===== config.mk =====
export PLATFORM = sky130hd
export DESIGN_NAME = dmem_port_arbiter
export DESIGN_NICKNAME = d
export VERILOG_FILES = /design/src/rtl/dmem_arb_pkg.sv /design/src/rtl/dmem_arb_perf.sv /design/src/rtl/dmem_port_arbiter.sv
export SDC_FILE = /design/constraint.sdc
export NUM_CORES = 1
export LEC_CHECK = 0
export CAP_MARGIN = 10
export CELL_PAD_IN_SITES_DETAIL_PLACEMENT = 0
export CELL_PAD_IN_SITES_GLOBAL_PLACEMENT = 2
export CORE_AREA = 2 2 174 176
export CTS_BUF_LIST = sky130_fd_sc_hd__clkbuf_2
export CTS_CLUSTER_DIAMETER = 120
export CTS_CLUSTER_SIZE = 16
export DETAILED_ROUTE_END_ITERATION = 7
export DIE_AREA = 0 0 176 178
export PLACE_DENSITY_LB_ADDON = 0.1
export SLEW_MARGIN = 30
export SYNTH_ARGS = -nofsm -noshare
export SYNTH_HDL_FRONTEND = slang
export SYNTH_SLANG_ARGS = --single-unit
export TNS_END_PERCENT = 20

===== constraint.sdc =====
create_clock -name clk -period 2.3 [get_ports clk]
set_input_delay 0.345 -clock clk [delete_from_list [all_inputs] [get_ports clk]]
set_output_delay 0.345 -clock clk [all_outputs]
set_load 0.1 [all_outputs]

===== src/rtl/dmem_arb_pkg.sv =====
// Shared types and constants for the data-memory port arbiter.
package dmem_arb_pkg;

    typedef enum logic {
        IDLE      = 1'b0,
        READ_WAIT = 1'b1
    } arb_state_e;

    typedef enum logic {
        OWN_CPU = 1'b0,
        OWN_DBG = 1'b1
    } owner_e;

    localparam int unsigned MAX_MEM_LAT = 4;
    localparam int unsigned LAT_W       = 3;
    localparam int unsigned PERF_W      = 32;

endpackage


===== src/rtl/dmem_arb_perf.sv =====
// Grant and stall event counters for the data-memory arbiter.
// Instantiated only when DMEM_ARB_PERF_EN is defined; counters wrap at 2^32.
module dmem_arb_perf
    import dmem_arb_pkg::*;
(
    input  logic              clk,
    input  logic              reset,
    input  logic              cpu_grant_i,
    input  logic              dbg_grant_i,
    input  logic              cpu_stall_i,
    output logic [PERF_W-1:0] perf_cpu_grants_o,
    output logic [PERF_W-1:0] perf_dbg_grants_o,
    output logic [PERF_W-1:0] perf_stall_cycles_o
);

    logic [PERF_W-1:0] cpu_grants_q, cpu_grants_d;
    logic [PERF_W-1:0] dbg_grants_q, dbg_grants_d;
    logic [PERF_W-1:0] stall_cycles_q, stall_cycles_d;

    always_comb begin
        cpu_grants_d   = cpu_grants_q   + PERF_W'(cpu_grant_i);
        dbg_grants_d   = dbg_grants_q   + PERF_W'(dbg_grant_i);
        stall_cycles_d = stall_cycles_q + PERF_W'(cpu_stall_i);
    end

    always_ff @(posedge clk or negedge reset) begin
        if (!reset) begin
            cpu_grants_q   <= '0;
            dbg_grants_q   <= '0;
            stall_cycles_q <= '0;
        end else begin
            cpu_grants_q   <= cpu_grants_d;
            dbg_grants_q   <= dbg_grants_d;
            stall_cycles_q <= stall_cycles_d;
        end
    end

    assign perf_cpu_grants_o   = cpu_grants_q;
    assign perf_dbg_grants_o   = dbg_grants_q;
    assign perf_stall_cycles_o = stall_cycles_q;

endmodule


===== src/rtl/dmem_port_arbiter.sv =====
// Shares the single-ported data memory between the MEM-stage cpu port and the debug/loader port.
// Optional perf counters are enabled with the DMEM_ARB_PERF_EN macro.
module dmem_port_arbiter
    import dmem_arb_pkg::*;
#(
    parameter int unsigned ADDR_W     = 10,
    parameter int unsigned DATA_W     = 64,
    parameter int unsigned MEM_LAT    = 1,
    parameter int unsigned STARVE_MAX = 4
) (
    input  logic              clk,
    input  logic              reset,
    input  logic              cpu_valid_i,
    input  logic              cpu_we_i,
    input  logic [ADDR_W-1:0] cpu_addr_i,
    input  logic [DATA_W-1:0] cpu_wdata_i,
    output logic              cpu_ready_o,
    output logic              cpu_rvalid_o,
    output logic [DATA_W-1:0] cpu_rdata_o,
    output logic              cpu_stall_o,
    input  logic              dbg_valid_i,
    input  logic              dbg_we_i,
    input  logic [ADDR_W-1:0] dbg_addr_i,
    input  logic [DATA_W-1:0] dbg_wdata_i,
    output logic              dbg_ready_o,
    output logic              dbg_rvalid_o,
    output logic [DATA_W-1:0] dbg_rdata_o,
    output logic              mem_en_o,
    output logic              mem_we_o,
    output logic [ADDR_W-1:0] mem_addr_o,
    output logic [DATA_W-1:0] mem_wdata_o,
    input  logic [DATA_W-1:0] mem_rdata_i
`ifdef DMEM_ARB_PERF_EN
    ,
    output logic [PERF_W-1:0] perf_cpu_grants_o,
    output logic [PERF_W-1:0] perf_dbg_grants_o,
    output logic [PERF_W-1:0] perf_stall_cycles_o
`endif
);

    localparam int unsigned STARVE_W = (STARVE_MAX > 0) ? $clog2(STARVE_MAX + 1) : 1;
    // Out-of-range latencies are clamped into the supported 1..MAX_MEM_LAT window.
    localparam int unsigned LAT_EFF  = (MEM_LAT == 0) ? 1 :
                                       ((MEM_LAT > MAX_MEM_LAT) ? MAX_MEM_LAT : MEM_LAT);

    arb_state_e          state_q, state_d;
    owner_e              owner_q, owner_d;
    logic [LAT_W-1:0]    lat_q, lat_d;
    logic [STARVE_W-1:0] starve_q, starve_d;
    logic                cpu_rvalid_q, cpu_rvalid_d;
    logic                dbg_rvalid_q, dbg_rvalid_d;
    logic [DATA_W-1:0]   cpu_rdata_q, cpu_rdata_d;
    logic [DATA_W-1:0]   dbg_rdata_q, dbg_rdata_d;

    logic grant_cpu, grant_dbg, read_grant, dbg_prio;

    // Grants are combinational off the registered state and forced low while in reset.
    assign dbg_prio   = (starve_q == STARVE_W'(STARVE_MAX));
    assign grant_dbg  = reset & (state_q == IDLE) & dbg_valid_i & (~cpu_valid_i | dbg_prio);
    assign grant_cpu  = reset & (state_q == IDLE) & cpu_valid_i & ~grant_dbg;
    assign read_grant = (grant_cpu & ~cpu_we_i) | (grant_dbg & ~dbg_we_i);

    always_ff @(posedge clk or negedge reset) begin
        if (!reset) begin
            state_q      <= IDLE;
            owner_q      <= OWN_CPU;
            lat_q        <= '0;
            starve_q     <= '0;
            cpu_rvalid_q <= 1'b0;
            dbg_rvalid_q <= 1'b0;
            cpu_rdata_q  <= '0;
            dbg_rdata_q  <= '0;
        end else begin
            state_q      <= state_d;
            owner_q      <= owner_d;
            lat_q        <= lat_d;
            starve_q     <= starve_d;
            cpu_rvalid_q <= cpu_rvalid_d;
            dbg_rvalid_q <= dbg_rvalid_d;
            cpu_rdata_q  <= cpu_rdata_d;
            dbg_rdata_q  <= dbg_rdata_d;
        end
    end

    always_comb begin
        state_d      = state_q;
        owner_d      = owner_q;
        lat_d        = lat_q;
        starve_d     = starve_q;
        cpu_rvalid_d = 1'b0;
        dbg_rvalid_d = 1'b0;
        cpu_rdata_d  = cpu_rdata_q;
        dbg_rdata_d  = dbg_rdata_q;

        case (state_q)
            IDLE: begin
                if (read_grant) begin
                    state_d = READ_WAIT;
                    owner_d = grant_dbg ? OWN_DBG : OWN_CPU;
                    lat_d   = LAT_W'(LAT_EFF);
                end
            end
            READ_WAIT: begin
                lat_d = lat_q - LAT_W'(1);
                // Last wait cycle: memory data is valid now, return it next cycle.
                if (lat_q == LAT_W'(1)) begin
                    state_d = IDLE;
                    if (owner_q == OWN_DBG) begin
                        dbg_rvalid_d = 1'b1;
                        dbg_rdata_d  = mem_rdata_i;
                    end else begin
                        cpu_rvalid_d = 1'b1;
                        cpu_rdata_d  = mem_rdata_i;
                    end
                end
            end
            default: state_d = IDLE;
        endcase

        if (!dbg_valid_i || grant_dbg) begin
            starve_d = '0;
        end else if (grant_cpu && !dbg_prio) begin
            starve_d = starve_q + STARVE_W'(1);
        end
    end

    always_comb begin
        cpu_ready_o = grant_cpu;
        dbg_ready_o = grant_dbg;
        mem_en_o    = grant_cpu | grant_dbg;
        mem_we_o    = 1'b0;
        mem_addr_o  = '0;
        mem_wdata_o = '0;
        if (grant_dbg) begin
            mem_we_o    = dbg_we_i;
            mem_addr_o  = dbg_addr_i;
            mem_wdata_o = dbg_wdata_i;
        end else if (grant_cpu) begin
            mem_we_o    = cpu_we_i;
            mem_addr_o  = cpu_addr_i;
            mem_wdata_o = cpu_wdata_i;
        end
        // Stall covers a blocked request and a cpu load from accept until its data returns.
        cpu_stall_o = reset & ((cpu_valid_i & ~grant_cpu) | (grant_cpu & ~cpu_we_i) |
                               ((state_q == READ_WAIT) & (owner_q == OWN_CPU)));
    end

    assign cpu_rvalid_o = cpu_rvalid_q;
    assign cpu_rdata_o  = cpu_rdata_q;
    assign dbg_rvalid_o = dbg_rvalid_q;
    assign dbg_rdata_o  = dbg_rdata_q;

`ifdef DMEM_ARB_PERF_EN
    dmem_arb_perf u_perf (
        .clk                 (clk),
        .reset               (reset),
        .cpu_grant_i         (grant_cpu),
        .dbg_grant_i         (grant_dbg),
        .cpu_stall_i         (cpu_stall_o),
        .perf_cpu_grants_o   (perf_cpu_grants_o),
        .perf_dbg_grants_o   (perf_dbg_grants_o),
        .perf_stall_cycles_o (perf_stall_cycles_o)
    );
`endif

endmodule


==> results.py <==
metrics = {
    "run_status": {
        "status": "complete, but fails checks",
        "violations": "setup timing",
    },
    "drt": {
        "vias_per_cell": 4.194,
        "initialDrtViolationCount": 157,
        "post_drt_wl_per_cell_um": 20.58,
        "ant_nets": 0,
        "wl_um": 26140,
        "dr.pass1.iters": 4,
        "drc_errors": 0,
        "vias": 5327,
    },
    "timing": {
        "fmax_ghz": 0.3666,
        "skew_ns": 0.02992,
        "finalSetupViolCount": 78,
        "slew_violations": 0,
        "hold_viol": 0,
        "timing.final.crit_period_ns": 2.728,
        "setup_ws_ns": -0.4281,
        "setup_tns_ns": -30.50,
        "tightest_slew_ns": 0.6762,
        "relSlewSlack_pct": 54.92,
        "fin_hold_ws_ns": 0.1449,
        "fin_crit_sh_pct": 118.6,
        "rsz0062_at_grt": "yes",
    },
    "clock_network": {
        "clock_sinks": 138,
        "clk_latency_ns": 0.67,
        "clockRootBuffer": "clkbuf_2",
        "h-tree-depth": 4,
        "clkTransAtPathRegs_ns": 0.21,
        "numCtsBuffers": 17,
        "cts_tree": "built",
        "cts_max_path_buffers": 2,
    },
    "global_routing": {
        "use_met2_pct": 25.15,
        "top_usage_layer": "met2",
        "overflow": 0,
        "grt_first_pass_wirelength_um": 37060,
        "met3_usage_pct": 5.477,
        "grt.total_usage_pct": 15.82,
        "antenna_found_initial": 0,
        "grt_start_max_net_pins": 117,
        "gr-usage-met1_pct": 20.60,
        "grt_pass1_vias": 5778,
    },
    "cells_and_area": {
        "finish.instance_area_um2": 12280,
        "regArea_um2": 3455,
        "most-common-layout-cells": "clkdlybuf4s50_1, buf_4, dfrtp_1, buf_12, mux2_2",
        "final_common_cell": "clkdlybuf4s50_1",
        "area_delta_synth_final_pct": 101.2,
        "drive_gt1_share_pct": 45.38,
        "fillers": 2803,
        "final_nets": 1087,
        "multiInputGateArea_um2": 2863,
    },
    "yosys": {
        "yosys_warnings": 0,
        "ys_ff_latch": 138,
        "synth_cells": 423,
        "synth_seq_area_share_pct": 56.56,
        "synth_area_um2": 6106,
        "syn_area_per_cell_um2": 14.43,
        "post_synth_num_cell_types": 28,
        "synth_nets": 645,
    },
    "setup_path": {
        "cp-end-kind": "output pin",
        "cp_max_fo": 12,
        "slowest_delay_ns": 0.41,
        "crit_family": "buffers and inverters",
        "cpMaxStageDelayCell": "dfrtp_1",
        "crit_start": "starve_q[0]$_DFFE_PN0P_",
        "critPathArrivalTime_ns": 2.38,
        "r2r-start": "lat_q[1]$_DFFE_PN0P_",
        "crit_chain": "inv_2, ha_4, a21bo_1, and3_4, buf_6, buf_12, a22o_2, buf_12",
        "critPathKind": "reg -> out",
        "worstPathRequired_ns": 1.96,
        "path_buf_inv": 4,
        "path_common_cell": "buf_12",
        "cp-start-kind": "register",
    },
    "floorplan": {
        "start_util_pct": 20.77,
        "die_h_um": 178,
        "core_area_um2": 29400,
        "dieArea_um2": 31330,
        "fp.dieW_um": 176,
        "ios": 427,
        "rows": 63,
    },
    "worst_hold_path": {
        "hold_path_class": "in -> async",
    },
    "run": {
        "cap_viol_max_count": 0,
    },
    "place": {
        "dp_hpwl_um": 19650,
        "gp_congestion": 0.7861,
        "io_buffers": 426,
        "dpl-instance-area_um2": 11340,
    },
}
==> worst min-delay path, delay by kind of cell <==
kind / cells / cell delay, ns
buffers and inverters: 3 / 0.88
==> logic make-up (layout without fill, tap and decap cells) <==
group | after synthesis | after routing | share of synthesized area (%)
AND/OR/NAND/NOR | 25 | 25 | 2.295
adder cells (fa/ha/maj) | 4 | 4 | 0.8197
buffers and inverters | 40 | 494 | 4.365
XOR/XNOR | 1 | 1 | 0.1435
AO/OA/AOI/OAI | 87 | 87 | 12.21
flip-flops | 138 | 138 | 56.56
multiplexers | 128 | 128 | 23.61
other | 0 | 3 | 0
==> cells in the mapped netlist (all sizes together) <==
cell / n / area share, %
o21a: 1 / 0.12
a21boi: 5 / 0.61
clkbuf: 3 / 0.18
a21bo: 1 / 0.16
o21ai: 1 / 0.082
nand2: 5 / 0.31
and3: 3 / 0.31
and3b: 1 / 0.14
a31oi: 3 / 0.31
ha: 4 / 0.82
nand2b: 1 / 0.10
dfrtp: 138 / 57
a22o: 75 / 11
nand4b: 2 / 0.29
and2: 1 / 0.10
nand3: 3 / 0.25
buf: 29 / 3.7
mux2: 128 / 24
nor2: 6 / 0.37
nor3b: 1 / 0.12
xnor2: 1 / 0.14
inv: 8 / 0.49
nor2b: 1 / 0.14
a41o: 1 / 0.16
nor4bb: 1 / 0.16
==> layout make-up <==
class	count	area share, %
Clock buffer	19	0.7741
Sequential cell	138	28.12
Multi-Input combinational cell	245	23.30
Timing Repair Buffer	455	42.29
Inverter	8	0.2444
Antenna cell	3	0.06111
Clock inverter	12	1.232
Tap cell	390	3.972
==> per-layer routing <==
layer / wire (µm) / up-vias
met1: 10990 / 2638
met2: 12940 / 204
met4: 301 / 0
li1: - / 2468
met3: 1907 / 17
met5: 0 / -
==> registers in the layout (all words and copies together), names as in the netlist <==
name and flops:
cpu_rvalid_o 1, owner_q 1, lat_q 3, dbg_rvalid_o 1, dbg_rdata_o 64, starve_q 3, cpu_rdata_o 64, state_q 1
==> per-stage QoR <==
step | utilization (%) | std cells | worst slack [ns]
after floorplan | - | 423 | -0.1461
after global placement | 38.57 | 1220 | -0.03927
after detailed placement | 38.57 | 1220 | -0.01730
after CTS | 40.58 | 1262 | -0.5473
after global routing | 41.75 | 1267 | -0.6114
final | 41.78 | 1270 | -0.4281
==> worst paths after layout <==
| path | depth (start not counted) | slack, ns | to |
|---|---|---|---|
| min in group clk | 5 | 0.27 | starve_q[1]$_DFFE_PN0P_ |
| min | 3 | 0.14 | dbg_rdata_o[32]$_DFFE_PN0P_ |
| max in group asynchronous | 4 | 1.20 | cpu_rdata_o[1]$_DFFE_PN0P_ |
| max | 8 | -0.43 | mem_wdata_o[17] |
| min reg2reg | 1 | 0.52 | dbg_rdata_o[45]$_DFFE_PN0P_ |
| max reg2reg | 6 | 0.43 | cpu_rdata_o[48]$_DFFE_PN0P_ |
==> repair_timing <==
item | in CTS | in global routing
gates cloned | 4 | 3
resized for setup | 29 | 31
setup endpoints to repair | 79 | 79
endpoints found under the hold margin | 22 | 0
pin swaps | 41 | 23
hold buffers | 1 | 0
buffers inserted | 6 | 2
Power is left out: the tool's default activity adds up to more than one toggle a clock period on the data nets, which glitch-free logic cannot reach.
